==> src/rtl/sipo_deser.sv <==
// rtl/sipo_deser.sv - serial-in parallel-out deserializer with valid/ready holding register
// Words complete on the WIDTH-th strobed bit and land directly in dout; overrun is sticky.
module sipo_deser #(
  parameter int WIDTH     = 4,
  parameter bit LSB_FIRST = 1
) (
  input  logic                     clk,
  input  logic                     rst,
  input  logic                     clr,
  input  logic                     en,
  input  logic                     sin,
  output logic [WIDTH-1:0]         dout,
  output logic                     dout_valid,
  input  logic                     dout_ready,
  output logic [$clog2(WIDTH)-1:0] bit_cnt,
  output logic                     overrun
);

  localparam int CW = $clog2(WIDTH);
  localparam logic [CW-1:0] LAST = CW'(WIDTH - 1);

  typedef enum logic {COLLECT, HOLD} state_t;

  state_t           state, state_n;
  logic [WIDTH-1:0] shreg, shifted;
  logic             complete, load, set_ovr;

  always_comb begin
    shifted = '0;
    if (LSB_FIRST)
      shifted = {sin, shreg[WIDTH-1:1]};
    else
      shifted = {shreg[WIDTH-2:0], sin};
  end

  assign complete   = en && (bit_cnt == LAST);
  assign dout_valid = (state == HOLD);

  // A completing frame may only overwrite dout if the held word is gone or leaving this edge.
  always_comb begin
    state_n = state;
    load    = 1'b0;
    set_ovr = 1'b0;
    case (state)
      COLLECT: begin
        if (complete) begin
          state_n = HOLD;
          load    = 1'b1;
        end
      end
      HOLD: begin
        if (complete) begin
          state_n = HOLD;
          if (dout_ready)
            load = 1'b1;
          else
            set_ovr = 1'b1;
        end else if (dout_ready) begin
          state_n = COLLECT;
        end
      end
      default: state_n = COLLECT;
    endcase
  end

  always_ff @(posedge clk or posedge rst) begin
    if (rst) begin
      state   <= COLLECT;
      shreg   <= '0;
      bit_cnt <= '0;
      dout    <= '0;
      overrun <= 1'b0;
    end else if (clr) begin
      state   <= COLLECT;
      shreg   <= '0;
      bit_cnt <= '0;
      overrun <= 1'b0;
    end else begin
      state <= state_n;
      if (en) begin
        shreg   <= shifted;
        bit_cnt <= complete ? '0 : bit_cnt + CW'(1);
      end
      if (load)
        dout <= shifted;
      if (set_ovr)
        overrun <= 1'b1;
    end
  end

endmodule

==> config.mk <==
export PLATFORM = sky130hd
export DESIGN_NAME = sipo_deser
export DESIGN_NICKNAME = d
export VERILOG_FILES = /design/src/rtl/sipo_deser.sv
export SDC_FILE = /design/constraint.sdc
export NUM_CORES = 1
export LEC_CHECK = 0
export ABC_AREA = 1
export CAP_MARGIN = 15
export CORE_AREA = 3 3 40 42
export DETAILED_ROUTE_END_ITERATION = 10
export DIE_AREA = 0 0 43 45
export HOLD_SLACK_MARGIN = 0.03
export SETUP_SLACK_MARGIN = 0.2
export SLEW_MARGIN = 20
export SYNTH_ARGS = -nofsm -noshare
export SYNTH_HDL_FRONTEND = slang
export SYNTH_SLANG_ARGS = --single-unit
==> constraint.sdc <==
create_clock -name clk -period 2.6 [get_ports clk]
set_clock_uncertainty 0.05 [all_clocks]
set_input_delay 0.78 -clock clk [delete_from_list [all_inputs] [get_ports clk]]
set_output_delay 0.78 -clock clk [all_outputs]
set_load 0.02 [all_outputs]
## Yosys cells after proc, flatten, opt, wreduce, memory -nomap -nowiden

Cells that the tools add are included.

- Bits in registers: 12
- Input bits: 6
- Output and inout port bits: 8
- Bits in read-only memories: 0
- Memories: 0
- Bits in latches: 0
- Logic and storage cells: 30
- RAM bits: 0

- Order comparisons: 0
- Bitwise operators: 2
- Mux-type cells: 17
- Multipliers: 0
- Divide/modulo/power cells: 0
- Reduce and logical (&&, ||, !) cells: 4
- $add $sub $neg: 1
- Eq/ne operators: 1
- Shifts and indexed selects: 0

Operators by type and width:

| kind | count |
|---|---|
| $mux 1 | 10 |
| $mux 4 | 2 |
| $mux 2 | 3 |
| $pmux 1 s2 | 2 |
| $reduce_bool 2->1 | 2 |
| $add 2x1->2 const B | 1 |
| $eq 2x2->1 const B | 1 |
| $not 1->1 | 2 |
| $reduce_and 2->1 | 1 |
| $logic_and 1x1->1 | 1 |

## Logic depth before layout (Yosys ltp)

Gate-level depths: netlist of run 1.

- Word-level depth: 6
- Mapped depth: 6
- Depth with buffers taken out: 6

## Worst setup path after synthesis of run 1

OpenSTA, ideal clock, no wires.

- Kind: input to register
- Start: input en
- End: register dout[0]
- Stages: 5
- Setup slack: 1295 ps
- Setup time: 117 ps
- Data required time: 2433 ps
- Arrival time: 1137 ps
- Cell sequence: nand2_2 > nor2_8 > nand2_4 > nand2_1 > nand2_1

- Longest elaborated chain between the ends: 4
- Elaborated cells between the ends (all ways): 5
- Those cells by class: mux: 3; reduce/logical: 2

Ends and longest elaborated chain:

| what | RTL line | source |
|---|---|---|
| from (decl) | 10 | `input logic en,` |
| $logic_and 1x1->1 * | 36 | `assign complete = en && (bit_cnt == LAST);` |
| $mux 1, on equally long branches | 52, 46 |  |
| $pmux 1 s2 * | 44 | `case (state)` |
| $reduce_and 2->1 (no source line) * | -- |  |
| to (signal assigned) | 85 | `dout <= shifted;` |
| to (decl) | 12 | `output logic [WIDTH-1:0] dout,` |

Mark *: on every way between the ends. The rest lies on a longest branch, timed or not.
A chain may end at the register's enable or synchronous reset.

## Worst setup path after layout of run 1

- Start: register bit_cnt[1]
- End: output bit_cnt[1]

RTL lines:

| what | RTL line | source |
|---|---|---|
| from (decl) | 15 | `output logic [$clog2(WIDTH)-1:0] bit_cnt,` |
| from (signal assigned) | 82 | `bit_cnt <= complete ? '0 : bit_cnt + CW'(1);` |

No word-level cell between the ends.

==> run_results.csv, run 1 <==
group,metric,value,unit
cts,cts.sinks,11,
yosys,yosysSeqAreaShare,57.1,%
job,cap_violations,0,
setup_path,cpLargestDelayFamily,"buffers and inverters",
sta,timing.final.crit_period,2090,ps
cells_and_area,final_cells,82,
cts,cts_tree,"yes",
power,power.density,541,nW/um^2
cts,cts_root_buf,"clkbuf_4",
yosys,synth_warnings,0,
power,total_power,0.000355,W
cells_and_area,nets,75,
sta,finalHoldViolCount,0,
cells_and_area,final_common_cell,"clkdlybuf4s50_1",
detailed_routing,route.antenna.remaining_nets,0,
die,start_util,37.5,%
setup_path,cp_max_fo,3,
setup_path,critPathRequiredTime,1770,ps
power,irDropWorstVdd,302,uV
die,die_area,1940,um^2
setup_path,crit_path_cell_trace,"clkdlybuf4s50_1",
sta,maxSlewViolCount,0,
cells_and_area,final_cell_mix,"clkdlybuf4s50_1, nand2_1, dfrtp_1",
setup_path,r2r_start,"bit_cnt[1]",
cells_and_area,antennaDiodeCount,0,
detailed_routing,postRouteWirelength,929,um
sta,setup_viol,0,
placed_design,gp_congestion,0.654,
die,die_h,45,um
cells_and_area,drive_above_1_share,8.96,%
detailed_routing,dr.pass1.iters,4,
placed_design,dp.cells,78,
detailed_routing,drc,0,
sta,tightestPinTransition,410,ps
sta,relSlewSlack,72.7,%
detailed_routing,via_count,382,
power,leakage,0.316,nW
setup_path,setup.worst_path.end_class,"output pin",
cts,clk_latency,260,ps
yosys,syn_inst,50,
sta,grt_setup_unrepaired,"false",
setup_path,start_kind,"flip-flop",
setup_path,worst-path-buf-inv,1,
global_routing,grt_pass1_vias,383,
sta,clock.fmax,0.479,GHz
cts,post_cts_buffers,0,
global_routing,grt_usage,11.4,%
detailed_routing,routed_via_density,4.66,
setup_path,crit_start,"bit_cnt[1]",
cts,cts_inserted_buffers,3,
yosys,synth_fp_nets,57,
setup_path,cp_data_arrival_time,1260,ps
die,die_w,43,um
sta,fin_crit_sh,80.4,%
yosys,ys_types,14,
yosys,synth.avg_cell_area,9.63,um^2
yosys,synth-seq-cells,11,
sta,setup_tns,0,ps
worst_hold_path,holdCritPathClass,"reg -> reg",
detailed_routing,detail_route.iter0.violations,4,
setup_path,r2r_setup_slack,1480,ps
placed_design,place.detailed.hpwl,723,um
run_status,status,"finished clean",
cells_and_area,n_fill_cell,140,
cts,ctsHoldBuffers,0,
cts,cts_resized,0,
detailed_routing,post_drt_wl_per_cell,11.3,um
placed_design,io_buffer_count,13,
cts,cts.clk_slew.worst_paths,70,ps
setup_path,critical_path_class,"reg -> out",
die,ioPinCount,14,
cells_and_area,final_core_util,51.1,%
global_routing,grt-ovfl-total,0,
placed_design,place_ws,602,ps
yosys,syn_area,482,um^2
setup_path,cp_slowest_cell,"clkdlybuf4s50_1",
global_routing,grt_max_degree,12,
sta,worst_slack,510,ps
worst_hold_path,holdCritStartpoint,"dout[0]",
cells_and_area,area_growth,36.4,%
global_routing,grt_pass1_wl,1610,um
setup_path,slowest_delay,620,ps
global_routing,antenna_found_initial,0,
die,rows,13,
die,fp.coreArea,1280,um^2
cts,clk_path_buf_depth,2,
cts,h-tree-depth,1,
==> synthesized netlist by cell type, drive strengths merged <==
library cell	n	area share, %
o21ai	4	4.2
inv	8	6.2
o22ai	2	2.6
nand4	1	1.3
a21oi	1	1.0
ha	1	2.6
dfrtp	11	57
nand2	13	12
or2	1	1.3
nand3	7	7.3
nor2	1	4.2
==> metal layers <==
layer | GRT usage, % | vias to the layer above | wire [um]
met5 | 0 | - | 0
li1 | - | 199 | -
met2 | 17.7 | 9 | 432
met4 | 5.42 | 0 | 10
met1 | 13.5 | 172 | 431
met3 | 5.18 | 2 | 55
==> kinds of logic (layout without fill, tap and decap cells) <==
family          Yosys count  in the layout  share of synthesized area [%]
buf+inv                   8             25                           6.23
fa+ha+maj                 1              1                           2.60
flops                    11             11                           57.1
simple gates             23             23                           26.2
compound gates            7              7                           7.79
==> flip-flops by register name, indices dropped and copies added (netlist names) <==
name	cells
bit_cnt	2
shreg	3
dout	4
overrun	1
dout_valid	1
==> area by class of cell <==
class	instances	area, um^2	share of cell area [%]
flip-flops and latches	11	275	41.9
multi-input cells	31	176	26.9
repair buffers	13	130	19.8
inverters	8	30.0	4.57
clock buffers	4	26.3	4.00
well taps	15	18.8	2.86
==> power breakdown <==
group	internal [W]	switching [W]	total (W)
registers	0.000180	0.00000552	0.000186
logic	0.0000254	0.0000293	0.0000548
clock network	0.0000593	0.0000558	0.000115
total	0.000265	0.0000906	0.000355
==> path summary, 6_finish.rpt <==
path | cells past startpoint | to
setup / recovery | 1 | bit_cnt[1]
hold / removal | 2 | dout[0]
setup reg to reg | 6 | dout[3]
hold reg to reg | 2 | dout[0]
max in group asynchronous | 2 | shreg[2]
min in group asynchronous | 2 | dout[3]
==> per-stage QoR <==
step | hold slack, ps | cell area, um^2
6_report | 420 | 657
5_1_grt | 468 | 657
4_1_cts | 428 | 657
3_5_place_dp | 412 | 631
3_3_place_gp | 411 | 631
2_1_floorplan | 426 | 482
(Power assumes the default switching activity.)
==> run 2, diff against run 1 <==
- PLACE_DENSITY: default -> 0.66
- clock period: 2.6 -> 1.9 ns (I/O delays scaled with it)
==> run 2 against run 1 <==
  * Clock power up 36%
  * Critical path depth unchanged
  * Largest power group unchanged
  * Register-to-register slack worse by 700 ps
==> run_results.csv, run 2 (synthesis gave the netlist of run 1 again) <==
group,metric,value,unit
run_status,status,"finished clean",
detailed_routing,via_count,401,
detailed_routing,post_drt_wl_per_cell,11.4,um
setup_path,cp_slowest_cell,"dfrtp_1",
setup_path,setup.worst_path.end_class,"output pin",
die,start_util,37.5,%
placed_design,post_dp_cell_area,631,um^2
setup_path,worst-path-buf-inv,1,
cells_and_area,antennaDiodeCount,0,
global_routing,grt_pass1_vias,417,
setup_path,slowest_delay,390,ps
setup_path,critical_path_class,"reg -> out",
power,pwr-share-clk,32.8,%
cts,cts_inserted_buffers,3,
power,pwr-share-seq,53.0,%
power,comb_power_share,14.2,%
cts,post_cts_buffers,0,
cts,h-tree-depth,1,
sta,relSlewSlack,72.7,%
power,p_int,0.000355,W
setup_path,timing.rr.end,"dout[0]",
detailed_routing,postRouteWirelength,937,um
power,leakage,0.352,nW
power,irDropWorstVdd,356,uV
global_routing,grt_pass1_wl,1730,um
placed_design,place_ws,120,ps
die,die_w,43,um
cells_and_area,drive_above_1_share,8.96,%
worst_hold_path,whs_path_depth,2,
detailed_routing,dr.pass1.iters,4,
worst_hold_path,hold_end,"dout[3]",
global_routing,grt_max_degree,12,
setup_path,critPathRequiredTime,1280,ps
cells_and_area,area_growth,34.3,%
sta,fin_crit_sh,84.3,%
cts,cts.sinks,11,
cells_and_area,nets,75,
sta,finalHoldViolCount,0,
cts,clk_path_buf_depth,2,
sta,setup_tns,0,ps
detailed_routing,drc,0,
worst_hold_path,holdCritStartpoint,"dout[3]",
sta,grt_setup_unrepaired,"false",
detailed_routing,route.antenna.remaining_nets,0,
sta,timing.final.crit_period,1600,ps
setup_path,start_kind,"flip-flop",
cells_and_area,largest_register,"dout",
placed_design,io_buffer_count,13,
placed_design,place.detailed.hpwl,693,um
cells_and_area,largest_reg_flops,4,
cells_and_area,final_area,647,um^2
setup_path,r2r_setup_slack,780,ps
die,die_h,45,um
power,p_sw,0.000122,W
worst_hold_path,holdCritPathClass,"reg -> reg",
detailed_routing,routed_via_density,4.89,
setup_path,cp_data_arrival_time,980,ps
setup_path,cpLargestDelayFamily,"flip-flops",
cts,clk_latency,260,ps
sta,whs,413,ps
sta,tightestPinTransition,409,ps
setup_path,reg2reg_depth,6,
setup_path,crit_path_cell_trace,"dlygate4sd2_1",
sta,setup_viol,0,
cells_and_area,largestRegisters,"dout x4, shreg x3, bit_cnt x2",
placed_design,gp_congestion,0.748,
global_routing,grt_usage,12.1,%
cells_and_area,final_cell_mix,"nand2_1, dfrtp_1, inv_1, dlygate4sd2_1, nand3_1",
global_routing,antenna_found_initial,0,
cts,cts_tree,"yes",
sta,maxSlewViolCount,0,
power,power.density,738,nW/um^2
job,cap_violations,0,
cells_and_area,n_fill_cell,137,
power,p_sw_share,25.6,%
die,die_area,1940,um^2
cts,cts_root_buf,"clkbuf_4",
die,fp.coreArea,1280,um^2
setup_path,cp_max_fo,3,
die,rows,13,
setup_path,crit_start,"dout_valid",
setup_path,r2r_start,"bit_cnt[0]",
die,ioPinCount,14,
sta,clock.fmax,0.625,GHz
cts,cts.clk_slew.worst_paths,70,ps
global_routing,grt-ovfl-total,0,
detailed_routing,detail_route.iter0.violations,6,
sta,worst_slack,299,ps
-- run 2: cell type report --
class                   count  area (um^2)  share of cell area [%]
well taps                  15         18.8                    2.90
inverters                   8         30.0                    4.64
multi-input cells          31          176                    27.3
flip-flops and latches     11          275                    42.6
clock buffers               4         26.3                    4.06
repair buffers             13          120                    18.6
-- run 2: worst max-delay path by stage --
| stage | to | cells after the start |
|---|---|---|
| after global placement | dout[0] | 6 |
| after detailed placement | dout[2] | 6 |
| after floorplan | dout[0] | 6 |
| after CTS | bit_cnt[0] | 1 |
| after global routing | bit_cnt[0] | 1 |
| final | dout_valid | 1 |
-- run 2: metal layers --
| layer | part of all wire [%] | wire length (um) | up-vias | track usage [%] |
|---|---|---|---|---|
| li1 | - | - | 199 | - |
| met1 | 42 | 392 | 183 | 14.5 |
| met2 | 49 | 458 | 15 | 19.5 |
| met3 | 7.7 | 72 | 4 | 3.59 |
| met4 | 1.4 | 13 | 0 | 7.23 |
| met5 | 0 | 0 | - | 0 |
-- run 2: power groups by stage --
stage | registers (W) | clock network (W) | logic, W
CTS | 0.000253 | 0.000163 | 0.0000691
global route | 0.000255 | 0.000175 | 0.0000757
floorplan | 0.000270 | 0 | 0.0000232
finish | 0.000253 | 0.000156 | 0.0000680
detailed placement | 0.000258 | 0 | 0.0000759
global placement | 0.000257 | 0 | 0.0000749
-- run 2: repair_timing --
| action | in CTS | in global routing |
|---|---|---|
| endpoints found under the hold margin | 0 | 0 |
| setup endpoints to repair | 8 | 0 |
| resized for setup | 8 | 0 |
| hold buffers | 0 | 0 |
-- run 2: through the flow --
| step | std cells | total power (W) | utilization, % |
|---|---|---|---|
| detailed placement | 78 | 0.000334 | 49.1 |
| floorplan | 50 | 0.000293 | - |
| CTS | 82 | 0.000485 | 50.3 |
| finish | 82 | 0.000477 | 50.3 |
| global route | 82 | 0.000506 | 50.3 |
| global placement | 78 | 0.000332 | 49.1 |
